## src/rtl/id_ex_pipeline_reg_sat_counter.sv

```systemverilog
// rtl/id_ex_pipeline_reg_sat_counter.sv - saturating event counter with async active-low reset
module sat_counter #(
    parameter int CNT_W = 32
) (
    input  logic             clk,
    input  logic             rst,
    input  logic             inc,
    output logic [CNT_W-1:0] count
);

    logic [CNT_W-1:0] count_q;
    logic [CNT_W-1:0] count_d;

    always_comb begin
        count_d = count_q;
        if (inc && (count_q != {CNT_W{1'b1}})) begin
            count_d = count_q + {{(CNT_W-1){1'b0}}, 1'b1};
        end
    end

    always_ff @(posedge clk or negedge rst) begin
        if (!rst) begin
            count_q <= '0;
        end else begin
            count_q <= count_d;
        end
    end

    assign count = count_q;

endmodule

```

## config.mk

```make
export PLATFORM = sky130hd
export DESIGN_NAME = sat_counter
export DESIGN_NICKNAME = d
export VERILOG_FILES = /design/src/rtl/id_ex_pipeline_reg_sat_counter.sv
export SDC_FILE = /design/constraint.sdc
export NUM_CORES = 1
export LEC_CHECK = 0
export ABC_AREA = 1
export BUFFER_PORTS_ARGS = -buffer_cell sky130_fd_sc_hd__buf_2
export CORE_ASPECT_RATIO = 1.75
export CORE_MARGIN = 2
export CORE_UTILIZATION = 63
export CTS_BUF_LIST = sky130_fd_sc_hd__clkbuf_4
export DETAILED_ROUTE_END_ITERATION = 16
export PLACE_DENSITY = 0.95
export SYNTH_ARGS = -nofsm -noshare
export SYNTH_HDL_FRONTEND = slang
export SYNTH_SLANG_ARGS = --single-unit
```

## constraint.sdc

```tcl
create_clock -name clk -period 2.43 [get_ports clk]
set_input_delay 0.486 -clock clk [delete_from_list [all_inputs] [get_ports clk]]
set_output_delay 0.486 -clock clk [all_outputs]
set_load 0.05 [all_outputs]
```

==> impl_metrics.ini, run 1 <==
[layout]
largest_register_ffs = 32
final_common_cell = nand2_1
drive_above_1_share_pct = 16.2
area_delta_synth_final_pct = 10.3
layout.nets = 373
antenna_cells = 0
fillers = 307
layout_common_cells = 142 x nand2_1, 52 x nor2_1, 34 x buf_2

[die]
coreArea_um2 = 3360
boundaryPins = 35
die_height_um = 82.0
die-width_um = 48.6
die_area_um2 = 3980
initial_core_util_pct = 65.1
row_count = 28

[logic_synthesis]
syn_inst = 333
synthesis.nets = 337
ys_warn_count = 0
synth_largest_area_cell = dfrtp_1
ys_types = 23
synth_area_leaders = dfrtp_1 37%, nand2_1 24%, nor2_1 8.9%
syn_area_per_cell_um2 = 6.58
ys_seq_elements = 32
synth_top_area_share_pct = 36.6
ys_seq_area_share_pct = 36.6
syn_area_um2 = 2190

[status]
outcome = finished, final reports clean

[timing]
hold-worst-slack_ns = 0.179
fmax_mhz = 501
worst_pin_slew_ns = 0.709
fin_tns_setup_ns = 0
period_share_pct = 82.2
maxSlewHeadroom_pct = 52.7
setup-violations-final = 0
slew_violations = 0
rsz0062_at_grt = no
hold_viol = 0
fin_skew_ns = 0.0180
fin_crit_ns = 2.00

[cts]
cts-resized-gates = 0
cts_buffers = 5
cts_tree = yes
clockRootBuffer = clkbuf_4
post_cts_buffers = 0
clock-sinks = 32
htree_levels = 2
insertion_delay_ns = 0.35
holdBufCountCts = 0
clk_transition_reported_paths_ns = 0.10
cts.path.max_buffers = 2

[power]
p_per_area_nw_per_um2 = 503
p_leak_nw = 1.15
peakVddDrop_v = 0.000479

[critical_path]
crit_type = flop to flop
required_ns = 2.66
cp-end-kind = flop
cp_max_fo = 29
start_kind = flop
arrival_ns = 2.23

[drt]
wl_per_cell_um = 13.4
drc_errors = 0
vias = 2276
wl_mm = 5.57
via_per_inst = 5.48
drt-pass1-iter-count = 4
ant_nets = 0
first_iter_violations = 84

[min_path]
hold_path_class = input port to asynchronous set/reset pin

[global_route]
grt-ovfl-total = 0
grt_util_all_layers_pct = 30.5
first_global_vias = 2055
grt_pass1_wl_mm = 9.20
antenna_found_initial = 0
grt_max_degree = 33

[placed_design]
place.gp.congestion = 1.03
dp_hpwl_mm = 4.31
portBuffers = 34

[flow_run]
drv_cap = 0
path summary, 6_finish.rpt:
path / startpoint / end / slack (ns) / cells after the start
hold / removal: rst / count[12] / 0.18 / 1
hold reg to reg: count[15] / count[15] / 0.56 / 2
setup reg to reg: count[1] / count[21] / 0.43 / 10
min in group clk: inc / count[24] / 0.49 / 3
max in group asynchronous: rst / count[0] / 1.78 / 1
setup / recovery: count[1] / count[21] / 0.43 / 10
synthesized netlist by cell type, drive strengths merged:
cell type  number
a21oi           1
buf             5
dfrtp          32
ha              1
inv            29
nand2         152
nand3          24
nand3b          8
nand4          10
nor2           58
nor3            1
o21ai           3
o21bai          1
xnor2           7
xor2            1
power breakdown:
| part | leakage, nW | switching (mW) | total (mW) | internal [mW] |
|---|---|---|---|---|
| sequential | 0.440 | 0.0579 | 0.624 | 0.567 |
| combinational | 0.675 | 0.208 | 0.278 | 0.0694 |
| clock | 0.0338 | 0.180 | 0.313 | 0.133 |
routing by layer:
layer  global-route usage [%]  wire length [um]  vias up
met5                        0                 0        -
met1                     31.8              2050     1051
met2                     55.6              2950       87
li1                         -                 -     1109
met4                     21.7               312        0
met3                     5.09               261       29
stage by stage:
| stage | setup slack, ns | total power, mW | util [%] | instance area [um^2] | std cells |
|---|---|---|---|---|---|
| CTS | 0.436 | 1.22 | 71.9 | 2420 | 415 |
| detailed placement | 0.459 | 0.914 | 70.2 | 2360 | 407 |
| finish | 0.433 | 1.22 | 71.9 | 2420 | 415 |
| floorplan | 0.439 | 0.839 | - | 2190 | 333 |
| global placement | 0.528 | 0.908 | 70.2 | 2360 | 407 |
| global route | 0.250 | 1.26 | 71.9 | 2420 | 415 |
logic make-up (layout without fill, tap and decap cells):
kind of cell	Yosys count	after routing	synth area share (%)
compound gates	5	5	1.43
xor+xnor	8	8	3.20
fa+ha+maj	1	1	0.571
buf+inv	34	71	7.54
flops	32	32	36.6
simple gates	253	253	50.7
cell type report:
cell class	instances	area [um^2]	share of cell area (%)
multi-input combinational	267	1220	50.7
tap	45	56.3	2.33
timing repair buffer	34	170	7.04
sequential	32	801	33.1
inverter	29	109	4.50
clock buffer	7	52.6	2.17
clock inverter	1	3.75	0.155
worst max-delay path: stages, from the launching register on:
cell and delay, ns:
dfrtp_1 0.42, ha_1 0.22, inv_1 0.08, nor2_4 0.16
nand2_2 0.08, nor2_4 0.16, nand2_4 0.22, nand2_4 0.25
inv_2 0.14, nand2_1 0.10, nand2_1 0.05
Power figures use the tool's default switching activity.
==> inputs of run 2 (changes only) <==
- ABC_AREA: 1 -> 0
- CORE_UTILIZATION: 63 -> 56
- PLACE_DENSITY: 0.95 -> 0.92
- clock period: 2.43 -> 1.9 ns (I/O delays scaled with it)
==> impl_metrics.ini, run 2 <==
[placed_design]
place.gp.congestion = 0.902
portBuffers = 34
dp_hpwl_mm = 2.80
dpl-instance-area_um2 = 1940
pre_cts_slack_ns = 0.0535

[logic_synthesis]
ys_types = 30
ys_warn_count = 0
synthesis.nets = 155
synth_edf_count = 0
syn_area_um2 = 1620
synth_largest_area_cell = dfrtp_1
ys_seq_elements = 32
synth_most_common_cell = dfrtp_1
syn_area_per_cell_um2 = 10.8
ys_seq_area_share_pct = 49.3
syn_inst = 151
ys_async_sr_fraction_pct = 100
synthTopCellsByCount = 32 x dfrtp_1, 24 x xnor2_1, 16 x nand2_1
synth_ff_type = dfrtp_1
synth_top_area_share_pct = 49.3
synth_area_leaders = dfrtp_1 49%, xnor2_1 13%, nand4_1 5.8%

[critical_path]
r2r_end = count[1]
required_ns = 2.12
cp-end-kind = flop
crit_type = flop to flop
arrival_ns = 2.06
rr_worst_depth = 5
rrSetupSlack_ns = 0.06
cp_max_fo = 4
r2r-start = count[29]
start_kind = flop

[timing]
fin_crit_ns = 1.84
worst_slack_ns = 0.0593
fmax_mhz = 543
slew_violations = 0
rsz0062_at_grt = yes
hold_viol = 0
maxSlewHeadroom_pct = 53.1
fin_tns_setup_ns = 0
period_share_pct = 96.9
worst_pin_slew_ns = 0.704
setup-violations-final = 0
fin_skew_ns = 0.0116
hold-worst-slack_ns = 0.0791

[global_route]
grt_pass1_wl_mm = 6.18
grt_util_all_layers_pct = 25.6
antenna_found_initial = 0
grt_max_degree = 33
first_global_vias = 1326
grt-ovfl-total = 0

[layout]
antenna_cells = 0
layout_common_cells = 34 x buf_2, 28 x dfrtp_2, 24 x xnor2_1
final_common_cell = buf_2
layout.nets = 210
fillers = 171
finalInstanceArea_um2 = 2070
final_util_pct = 76.2
drive_above_1_share_pct = 49.3
area_delta_synth_final_pct = 27.7
largest_register_ffs = 32

[drt]
wl_mm = 3.94
first_iter_violations = 62
ant_nets = 0
wl_per_cell_um = 16.9
vias = 1438
drc_errors = 0
via_per_inst = 6.15
drt-pass1-iter-count = 5

[power]
p_per_area_nw_per_um2 = 887
power_frac_clock_pct = 21.2
switching_share_pct = 40.6
p_seq_share_pct = 47.5
p_leak_nw = 0.923
combPwrFrac_pct = 31.3
intPower_mw = 1.09
switchingPower_mw = 0.748
peakVddDrop_v = 0.00105

[die]
die_area_um2 = 3360
coreArea_um2 = 2720
die_height_um = 75.2
die-width_um = 44.7
boundaryPins = 35
initial_core_util_pct = 59.7
row_count = 25

[cts]
clock-sinks = 32
htree_levels = 2
cts_buffers = 5
clk_transition_reported_paths_ns = 0.09
clockRootBuffer = clkbuf_4
cts_tree = yes
cts.path.max_buffers = 2
holdBufCountCts = 0
insertion_delay_ns = 0.34

[flow_run]
drv_cap = 0

[min_path]
hold_path_class = input port to asynchronous set/reset pin

[status]
outcome = finished, final reports clean
run 2: changes by cell type after synthesis, sizes merged, moves of 6 or more:
cell / change
nand3: -8
xnor2: +17
nand4: +6
nor2: -49
nand2: -135
inv: -28
nand3b: -7
run 2: power by group through the flow:
stage                     Combinational (mW)  Clock (mW)  Sequential, mW
after global routing                   0.617       0.429           0.891
after CTS                              0.574       0.402           0.871
after global placement                 0.555           0           0.875
after detailed placement               0.571           0           0.883
final                                  0.576       0.390           0.873
after floorplan                        0.170           0            1.13
run 2: cells by family (layout without fill, tap and decap cells):
| group | Yosys count | after routing | synth area share [%] |
|---|---|---|---|
| xor gates and xnor gates | 29 | 29 | 15.6 |
| adders and majority gates | 1 | 1 | 0.770 |
| and+or+nand+nor | 78 | 78 | 28.5 |
| DFF | 32 | 32 | 49.3 |
| AOI/OAI and AO/OA | 6 | 6 | 3.24 |
| muxes | 2 | 2 | 1.39 |
| buffers and inverters | 3 | 59 | 1.16 |
run 2: cell type report:
cell class                 count  area (um^2)  share of cell area, %
inverter                       1         3.75                  0.181
clock buffer                   7         52.6                   2.53
sequential                    32          836                   40.3
multi-input combinational    116          853                   41.2
clock inverter                 1         3.75                  0.181
tap                           27         33.8                   1.63
timing repair buffer          50          290                   14.0
run 2: timing repair:
item                                    CTS  global route
gates resized for setup                   0             5
endpoints found under the hold margin     0             0
endpoints found under the setup margin    0             8
setup buffers                             0             6
run 2: critical path, stage by stage, from the launching register on:
cell and delay [ns]:
dfrtp_2 0.40, nand4_1 0.18, nor4_4 0.39, nand2_2 0.13, o31ai_4 0.30, mux2_4 0.32
run 2: metal layers:
metal / track usage [%] / share of wire [%]
met1: 29.8 / 38
met4: 20.5 / 3.3
met3: 4.32 / 6.5
met2: 40.4 / 52
met5: 0 / 0
run 2: worst max path at each step:
stage	from	cells past startpoint	endpoint	slack (ns)
after floorplan	count[28]	5	count[1]	-0.06
after global placement	count[9]	4	count[1]	0.09
after detailed placement	count[9]	5	count[28]	0.05
after CTS	count[9]	5	count[28]	0.03
after global routing	count[23]	5	count[1]	-0.008
final	count[29]	5	count[1]	0.06
run 2: stage by stage:
step           cells  power [mW]
6_report         234        1.84
3_3_place_gp     220        1.43
2_1_floorplan    151        1.30
3_5_place_dp     220        1.45
5_1_grt          234        1.94
4_1_cts          228        1.85
==> inputs of run 3 (changes only) <==
- BUFFER_PORTS_ARGS: -buffer_cell sky130_fd_sc_hd__buf_2 -> -buffer_cell sky130_fd_sc_hd__buf_4
==> impl_metrics.ini, run 3 (synthesis gave the netlist of run 2 again) <==
[flow_run]
drv_cap = 0

[global_route]
grt_util_all_layers_pct = 26.7
first_global_vias = 1397
antenna_found_initial = 0
grt-ovfl-total = 0
use_met1_pct = 28.6
met3_usage_pct = 6.71
grt_pass1_wl_mm = 6.35
grt_max_degree = 33
gr-usage-met2_pct = 44.4
grt-busiest-layer = met2

[min_path]
hold_path_class = input port to flop
worstHoldEndpoint = count[0]
min-delay-start = inc
min_path_cells = 3

[drt]
first_iter_violations = 53
vias = 1414
wl_per_cell_um = 17.3
ant_nets = 0
wl_mm = 4.02
via_per_inst = 6.09
drt-pass1-iter-count = 4
drc_errors = 0

[placed_design]
dpl.cell_count = 218
dp_hpwl_mm = 2.97
place.gp.congestion = 0.871
pre_cts_slack_ns = 0.0287
portBuffers = 34

[timing]
setup-violations-final = 0
worst_pin_slew_ns = 0.467
fmax_mhz = 534
fin_tns_setup_ns = 0
period_share_pct = 98.5
maxSlewHeadroom_pct = 68.7
worst_slack_ns = 0.0276
slew_violations = 0
hold-worst-slack_ns = 0.352
rsz0062_at_grt = yes
fin_skew_ns = 0.0103
hold_viol = 0
fin_crit_ns = 1.87

[layout]
multi_input_area_um2 = 838
largest_register_ffs = 32
area_delta_synth_final_pct = 31.2
layout.nets = 208
final_util_pct = 78.3
seqCellArea_um2 = 836
antenna_cells = 0
fin_cells = 232
layout_common_cells = 47 x buf_4, 28 x dfrtp_2, 24 x xnor2_1
final_common_cell = buf_4
drive_above_1_share_pct = 47.8
fillers = 168

[critical_path]
crit_type = flop to flop
cp_max_fo = 6
start_kind = flop
cp-end-kind = flop
cp_slowest_cell = dfrtp_2
crit_chain = nand4_1, nor4_4, nand2_2, o31ai_4, mux2_4
required_ns = 2.13
max_stage_delay_ns = 0.43
rrSetupSlack_ns = 0.03
rr_worst_depth = 5
r2r-start = count[23]
r2r_end = count[1]
arrival_ns = 2.11

[power]
p_per_area_nw_per_um2 = 889
peakVddDrop_v = 0.000909
p_leak_nw = 0.909

[die]
row_count = 25
initial_core_util_pct = 59.7
coreArea_um2 = 2720
die_area_um2 = 3360
boundaryPins = 35
die_height_um = 75.2
die-width_um = 44.7

[cts]
insertion_delay_ns = 0.35
clock-sinks = 32
cts_buffers = 5
htree_levels = 2
clockRootBuffer = clkbuf_4
cts.path.max_buffers = 2
cts_tree = yes
clk_transition_reported_paths_ns = 0.10

[status]
outcome = finished, final reports clean
run 3: cell count changes in the layout (fill, tap and decap cells not counted):
cell / delta
nand4_4: -1
nor4_2: -1
nand2_2: +1
nor2_1: +1
buf_4: +31
buf_2: -34
nor4_1: +1
nand4_2: +1
nor2_2: -1
dlygate4sd3_1: +1
nand2_1: -1
run 3: how the worst max path moves through the flow:
stage                 to  startpoint  cells past startpoint
2_1_floorplan   count[1]   count[28]                      5
3_3_place_gp    count[1]    count[9]                      4
3_5_place_dp   count[24]    count[9]                      5
4_1_cts        count[24]    count[9]                      5
5_1_grt         count[1]   count[23]                      5
6_report        count[1]   count[23]                      5
run 3: critical path: cells and delay by family, from the launching register on:
| kind | cells | cell delay, ns |
|---|---|---|
| mux | 1 | 0.33 |
| flops | 1 | 0.43 |
| simple gates | 3 | 0.74 |
| compound gates | 1 | 0.25 |
run 3: per-stage QoR:
stage	area [um^2]	power, mW
3_3_place_gp	2010	1.48
6_report	2130	1.89
4_1_cts	2080	1.90
5_1_grt	2130	1.97
3_5_place_dp	2010	1.50
2_1_floorplan	1680	1.30
run 3: report_power, final:
| group | total (mW) | internal [mW] | switching [mW] |
|---|---|---|---|
| clock | 0.397 | 0.170 | 0.226 |
| sequential | 0.883 | 0.761 | 0.123 |
| combinational | 0.614 | 0.203 | 0.410 |
| total | 1.89 | 1.13 | 0.759 |
run 3: cell type report:
cell class,instances,area share (%)
Tap cell,27,1.59
Multi-Input combinational cell,116,39.3
Clock inverter,1,0.176
Clock buffer,7,2.47
Sequential cell,32,39.2
Inverter,1,0.176
Timing Repair Buffer,48,17.0
run 3: timing repair:
item | CTS | global route
buffers inserted | 0 | 5
hold buffers | 1 | 0
endpoints found under the setup margin | 0 | 5
resized for setup | 0 | 3
hold endpoints to repair | 32 | 0
run 3: layer usage:
layer  up-vias  wire [um]  part of all wire (%)
li1        656          -                     -
met1       675       1510                    37
met2        59       2100                    52
met3        24        207                   5.1
met4         0        210                   5.2
met5         -          0                     0
